--- config.mk ---
export PLATFORM = sky130hd
export DESIGN_NAME = soi_event_tx
export DESIGN_NICKNAME = d
export VERILOG_FILES = /design/src/rtl/soi_event_tx.sv
export SDC_FILE = /design/constraint.sdc
export NUM_CORES = 1
export LEC_CHECK = 0
export ABC_AREA = 1
export CORE_MARGIN = 2
export CORE_UTILIZATION = 60
export DETAILED_ROUTE_END_ITERATION = 16
export MAX_ROUTING_LAYER = met4
export PLACE_DENSITY_LB_ADDON = 0.12
export SLEW_MARGIN = 40
export SYNTH_ARGS = -nofsm -noshare
export SYNTH_HDL_FRONTEND = slang
export SYNTH_SLANG_ARGS = --single-unit
--- constraint.sdc ---
create_clock -name clk -period 3.1 [get_ports clk]
set_input_delay 0.465 -clock clk [delete_from_list [all_inputs] [get_ports clk]]
set_output_delay 0.465 -clock clk [all_outputs]
set_load 0.1 [all_outputs]
--- src/rtl/soi_event_tx.sv ---
// Change-driven SOI observer: timestamps value changes and forced snapshots,
// queues them in a show-ahead FIFO and streams them out over valid/ready.
module soi_event_tx #(
    parameter int WIDTH    = 8,
    parameter int TS_WIDTH = 16,
    parameter int DEPTH    = 8
) (
    input  logic                   clk,
    input  logic                   rst_n,
    input  logic                   enable,
    input  logic [WIDTH-1:0]       soi,
    input  logic                   snap_req,
    output logic                   ev_valid,
    input  logic                   ev_ready,
    output logic [WIDTH-1:0]       ev_value,
    output logic [TS_WIDTH-1:0]    ev_ts,
    output logic                   ev_snap,
    output logic [$clog2(DEPTH):0] level,
    output logic [7:0]             drop_cnt
);

    localparam int AW = $clog2(DEPTH);
    localparam int LW = AW + 1;
    localparam int EW = WIDTH + TS_WIDTH + 1;

    typedef enum logic [1:0] {S_IDLE, S_ARM, S_RUN} state_t;

    state_t              r_state, w_next;
    logic [TS_WIDTH-1:0] r_ts;
    logic [WIDTH-1:0]    r_prev;
    logic                w_cap, w_load_prev;

    logic [EW-1:0]       r_mem [DEPTH];
    logic [AW-1:0]       r_wptr, r_rptr, w_head_idx;
    logic [LW-1:0]       r_level;
    logic [7:0]          r_drop;
    logic                w_full, w_pop, w_push, w_drop;

    always_ff @(posedge clk or negedge rst_n) begin
        if (!rst_n) begin
            r_state <= S_IDLE;
            r_ts    <= '0;
            r_prev  <= '0;
        end else begin
            r_state <= w_next;
            r_ts    <= r_ts + TS_WIDTH'(1);
            if (w_load_prev) r_prev <= soi;
        end
    end

    // ARM always takes a baseline so prev is never compared across IDLE gaps.
    always_comb begin
        w_next      = r_state;
        w_cap       = 1'b0;
        w_load_prev = 1'b0;
        case (r_state)
            S_IDLE: if (enable) w_next = S_ARM;
            S_ARM: begin
                if (!enable) begin
                    w_next = S_IDLE;
                end else begin
                    w_cap       = 1'b1;
                    w_load_prev = 1'b1;
                    w_next      = S_RUN;
                end
            end
            S_RUN: begin
                if (!enable) begin
                    w_next = S_IDLE;
                end else begin
                    w_load_prev = 1'b1;
                    w_cap       = (soi != r_prev) || snap_req;
                end
            end
            default: w_next = S_IDLE;
        endcase
    end

    assign w_full = (r_level == LW'(DEPTH));
    assign w_pop  = ev_valid && ev_ready;
    assign w_push = w_cap && (!w_full || w_pop);
    assign w_drop = w_cap && w_full && !w_pop;

    always_ff @(posedge clk or negedge rst_n) begin
        if (!rst_n) begin
            for (int i = 0; i < DEPTH; i++) r_mem[i] <= '0;
            r_wptr  <= '0;
            r_rptr  <= '0;
            r_level <= '0;
            r_drop  <= '0;
        end else begin
            if (w_push) begin
                r_mem[r_wptr] <= {soi, r_ts, snap_req};
                r_wptr        <= r_wptr + AW'(1);
            end
            if (w_pop) r_rptr <= r_rptr + AW'(1);
            case ({w_push, w_pop})
                2'b10:   r_level <= r_level + LW'(1);
                2'b01:   r_level <= r_level - LW'(1);
                default: r_level <= r_level;
            endcase
            if (w_drop && r_drop != 8'hFF) r_drop <= r_drop + 8'd1;
        end
    end

    // When empty, show the slot just popped so outputs hold their last value.
    assign w_head_idx = (r_level == '0) ? r_rptr - AW'(1) : r_rptr;
    assign {ev_value, ev_ts, ev_snap} = r_mem[w_head_idx];
    assign ev_valid = (r_level != '0);
    assign level    = r_level;
    assign drop_cnt = r_drop;

endmodule

=== After elaboration in Yosys (flattened, before gate mapping) ===
Index checks and enable logic that the tools add are counted.

* Memories kept: 0
* Word-level logic and storage cells: 68
* RAM bits: 0
* Bits in read-only memories: 0
* Input bits: 13
* Bits in latches: 0
* Register bits after elaboration: 244

* Shift-type cells: 0
* Eq/ne operators: 9
* Add/subtract/negate cells: 7
* Divide/modulo/power cells: 0
* Multiply operators: 0
* Reductions and logical operators: 16
* $lt $le $gt $ge: 3
* Mux-type cells: 16
* Bitwise operators: 2

{| class="wikitable"
|+ Operators by type and width
! kind !! count
|-
| $bwmux 200 || 1
|-
| $bmux 25 s3 || 1
|-
| $demux 25 s3 || 1
|-
| $mux 25 || 3
|-
| $add 16x1->16 const B || 1
|-
| $add 8x1->8 const B || 1
|-
| $ge 4x4->1 const B || 2
|-
| $ne 8x8->1 || 1
|-
| $ne 8x8->1 const B || 1
|-
| $not 3->4 || 2
|-
| $pmux 4 s2 || 1
|-
| $add 3x1->3 const B || 2
|-
| $logic_and 1x1->1 || 6
|-
| $mux 2 || 3
|-
| $pmux 2 s3 || 1
|-
| $add 4x1->4 const B || 1
|-
| $eq 2x1->1 const B || 2
|-
| $eq 2x2->1 const B || 2
|-
| $eq 4x4->1 const B || 1
|-
| $logic_not 4->1 || 1
|-
| $lt 4x1->1 const B || 1
|-
| $ne 2x2->1 const B || 2
|-
| $reduce_bool 4->1 || 1
|-
| $sub 4x1->4 const B || 1
|-
| other kinds (10) || 14
|}

=== Depth between registers and ports, before layout ===
* Word-level depth: 7
* Gate-level depth with buffers: 21
* Depth with buffers taken out: 21

=== Worst setup path after synthesis ===
No wires, ideal clock.

* Kind: flip-flop to output port
* From: reg r_level[0] (netlist: level[0])
* To: out ev_snap
* Cell stages (with the launch flop): 13
* Buffers on the path: 2
* Data required time: 2.635 ns
* Arrival: 3.862 ns
* Setup slack: -1.227 ns
* Path through: dfrtp_1 inv_2 nand2_2 nor3_4 inv_2 nand2_1 nand2_1 buf_4 clkbuf_1 nor2_1 o22ai_1 inv_1 o21ai_1

* Word-level cells in the longest chain between the ends: 6

{| class="wikitable"
|+ RTL lines
! item !! line !! source
|-
| from (decl) || 35 || <nowiki>logic [LW-1:0] r_level;</nowiki>
|-
| from (signal assigned) || 98 || <nowiki>2'b10: r_level <= r_level + LW'(1);</nowiki>
|-
| from (signal assigned) || 99 || <nowiki>2'b01: r_level <= r_level - LW'(1);</nowiki>
|-
| from (signal assigned) || 100 || <nowiki>default: r_level <= r_level;</nowiki>
|-
| $logic_not 4->1 || 107 || <nowiki>assign w_head_idx = (r_level == '0) ? r_rptr - AW'(1) : r_rptr;</nowiki>
|-
| $mux 3 || 107 ||
|-
| $not 3->4 (implied by the code) || 108 || <nowiki>assign {ev_value, ev_ts, ev_snap} = r_mem[w_head_idx];</nowiki>
|-
| $bmux 25 s3 || 108 ||
|-
| $mux 25 (implied by the code) (2 in series) || 108 ||
|-
| to (decl) || 17 || <nowiki>output logic ev_snap,</nowiki>
|}

Every way passes these cells. The select of a mux whose other input is x is not followed.

=== Worst setup path after layout ===
* From: reg r_level[0] (netlist: level[0])
* To: out ev_ts[11]

* Word-level cells in the longest chain between the ends: 6

{| class="wikitable"
|+ RTL lines
! item !! line !! source
|-
| $logic_not 4->1 || 107 ||
|-
| $mux 3 || 107 ||
|-
| $not 3->4 (implied by the code) || 108 ||
|-
| $bmux 25 s3 || 108 ||
|-
| $mux 25 (implied by the code) (2 in series) || 108 ||
|-
| to (decl) || 16 || <nowiki>output logic [TS_WIDTH-1:0] ev_ts,</nowiki>
|}

Every way passes these cells. The select of a mux whose other input is x is not followed.

==> flow_metrics.env <==
export IMPL_stdcell_count=1676
export IMPL_ys_types=36
export IMPL_mostFrequentLayoutCells="357 x nand2_1, 240 x dfrtp_1, 124 x o21ai_1"
export IMPL_worst_pin_slew_ps=614
export IMPL_final_antenna_net_count=0
export IMPL_wl_met2_um=15600
export IMPL_grt_pass1_wl_um=52000
export IMPL_drt_total_wl_um=33200
export IMPL_route_detailed_drc=0
export IMPL_synthCells=1361
export IMPL_die_area_um2=20100
export IMPL_cts_path_max_buffers=3
export IMPL_avgSynthCellArea_um2=8.38
export IMPL_outcome="complete, but fails checks"
export IMPL_startpoint_type="flip-flop"
export IMPL_coreArea_um2=18700
export IMPL_synth_area_um2=11400
export IMPL_grt_use_total_pct=34.0
export IMPL_drt_pre_antenna_iters=5
export IMPL_max_cap_violations=0
export IMPL_gp_congestion=0.805
export IMPL_dp_cells=1597
export IMPL_crit_type="reg -> out"
export IMPL_setup_viol=25
export IMPL_rows=50
export IMPL_clock_latency_ps=540
export IMPL_grt_pass1_vias=9932
export IMPL_fmax_mhz=309
export IMPL_synthToLayoutAreaGrowth_pct=26.1
export IMPL_grt_max_degree=69
export IMPL_yosysSeqAreaShare_pct=53.5
export IMPL_path_max_fanout=23
export IMPL_place_area_um2=12700
export IMPL_hold_class="in -> async"
export IMPL_finClkSkew_ps=26.4
export IMPL_numCtsBuffers=26
export IMPL_endpoint_kind="output port"
export IMPL_stdcell_area_um2=14400
export IMPL_hpwl_um=17500
export IMPL_grt_overflow=0
export IMPL_antenna_found_initial=0
export IMPL_yosys_register_bits=244
export IMPL_finalCriticalPeriod_ps=3240
export IMPL_wl_per_cell_um=19.8
export IMPL_crit_arrival_ps=2780
export IMPL_hold_viol_final=0
export IMPL_cts_sinks=244
export IMPL_n_antenna_cell=0
export IMPL_fin_crit_sh_pct=105
export IMPL_setup_ws_ps=-141
export IMPL_die_y_um=142
export IMPL_via_per_inst=6.07
export IMPL_cts_root_buf="clkbuf_16"
export IMPL_fin_tns_setup_ps=-1990
export IMPL_cp_data_required_time_ps=2630
export IMPL_h_tree_depth=1
export IMPL_hold_slack_ps=457
export IMPL_final_common_cell="nand2_1"
export IMPL_nNetsFinal=1447
export IMPL_drt_iter0_markers=1130
export IMPL_slew_headroom_pct=59.1
export IMPL_cts_tree="done"
export IMPL_ioPinCount=51
export IMPL_post_route_cells_drive_above_1_share_pct=16.4
export IMPL_clkTransAtPathRegs_ps=60
export IMPL_io_buffers=50
export IMPL_die_w_um=142
export IMPL_start_util_pct=61.0
export IMPL_num_vias=10200
export IMPL_yosys_warnings=0
export IMPL_violations="negative setup slack"
export IMPL_grt_setup_unrepaired="true"
export IMPL_nFillCells=1267
export IMPL_top_layer="met4"
export IMPL_slew_viol_final=0
export IMPL_wl_met1_um=13600
export IMPL_synth_nets=1385
export IMPL_wl_met3_um=2720
## routing by layer
layer | vias up | global-route usage (%)
li1 | 4596 | -
met1 | 4953 | 45.6
met2 | 518 | 52.2
met3 | 105 | 5.30
met4 | 0 | 14.2
met5 | - | -
## worst paths after layout
check | to | slack (ps) | startpoint | depth (start not counted)
max | ev_ts[11] | -140 | level[0] | 14
min | r_mem[123] | 460 | rst_n | 2
min reg2reg | r_mem[137] | 470 | r_mem[137] | 2
max in group asynchronous | r_ts[8] | 1820 | rst_n | 3
min in group clk | r_mem[137] | 470 | r_mem[137] | 2
max reg2reg | level[3] | 660 | r_prev[4] | 18
## cells by family after synthesis
logic type	after synthesis	synth area share (%)
simple gates	584	21.0
compound gates	324	14.9
flops	244	53.5
buf+inv	169	7.00
xor+xnor	29	2.23
fa+ha+maj	11	1.27
## critical path, stage by stage, from the launching register on
cell and delay, ps:
dfrtp_4 490, inv_4 70, nand2_4 60, nor3_4 190, buf_6 140, nand2_2 80
nand2_8 170, clkinv_8 110, buf_12 140, buf_16 160, o21ai_1 150, o22ai_1 110
nand2_1 140, o21ai_4 80, buf_12 160
## final cells by class
class,instances,area [um^2],share of cell area [%]
Multi-Input combinational cell,948,4920,34.2
Tap cell,234,293,2.04
Clock buffer,41,798,5.55
Timing Repair Buffer,125,1820,12.7
Clock inverter,6,108,0.749
Sequential cell,244,6110,42.5
Inverter,78,323,2.25
## per-stage QoR
stage / utilization, % / setup WS (ps)
final: 76.8 / -141
after CTS: 75.9 / -151
after floorplan: - / 9.41
after detailed placement: 67.8 / 51.8
after global placement: 67.8 / 154
after global routing: 76.8 / -283
## sequential cells by signal (all words and copies together), names as in the netlist
signal and cells:
drop_cnt 8, level 4, r_mem 200, r_prev 8
r_rptr 3, r_state 2, r_ts 16, r_wptr 3
## timing repair
item	4_1_cts	5_1_grt
hold buffers	1	0
gates resized for setup	47	33
endpoints found under the hold margin	57	0
setup endpoints to repair	25	25
pin swaps	10	20
gates cloned	11	4
buffers inserted	16	1
## cells in the mapped netlist (all sizes together)
| library cell | instances | share of area, % |
|---|---|---|
| nand3 | 84 | 3.7 |
| nand4 | 4 | 0.22 |
| a21oi | 4 | 0.21 |
| clkinv | 3 | 0.099 |
| and3 | 1 | 0.055 |
| buf | 57 | 3.3 |
| o211ai | 1 | 0.11 |
| o21ai | 266 | 12 |
| nor3b | 1 | 0.11 |
| o22ai | 51 | 2.8 |
| xor2 | 21 | 1.6 |
| nor2 | 116 | 3.8 |
| o21a | 1 | 0.066 |
| dfrtp | 244 | 54 |
| inv | 75 | 2.5 |
| clkbuf | 34 | 1.1 |
| nor3 | 6 | 0.49 |
| nand2 | 371 | 13 |
| nor4 | 1 | 0.055 |
| a31oi | 1 | 0.055 |
| fa | 1 | 0.18 |
| xnor2 | 8 | 0.61 |
| ha | 10 | 1.1 |
Power is not shown: default switching activity piles up to over one toggle a cycle in this logic, so the estimate is an artifact.
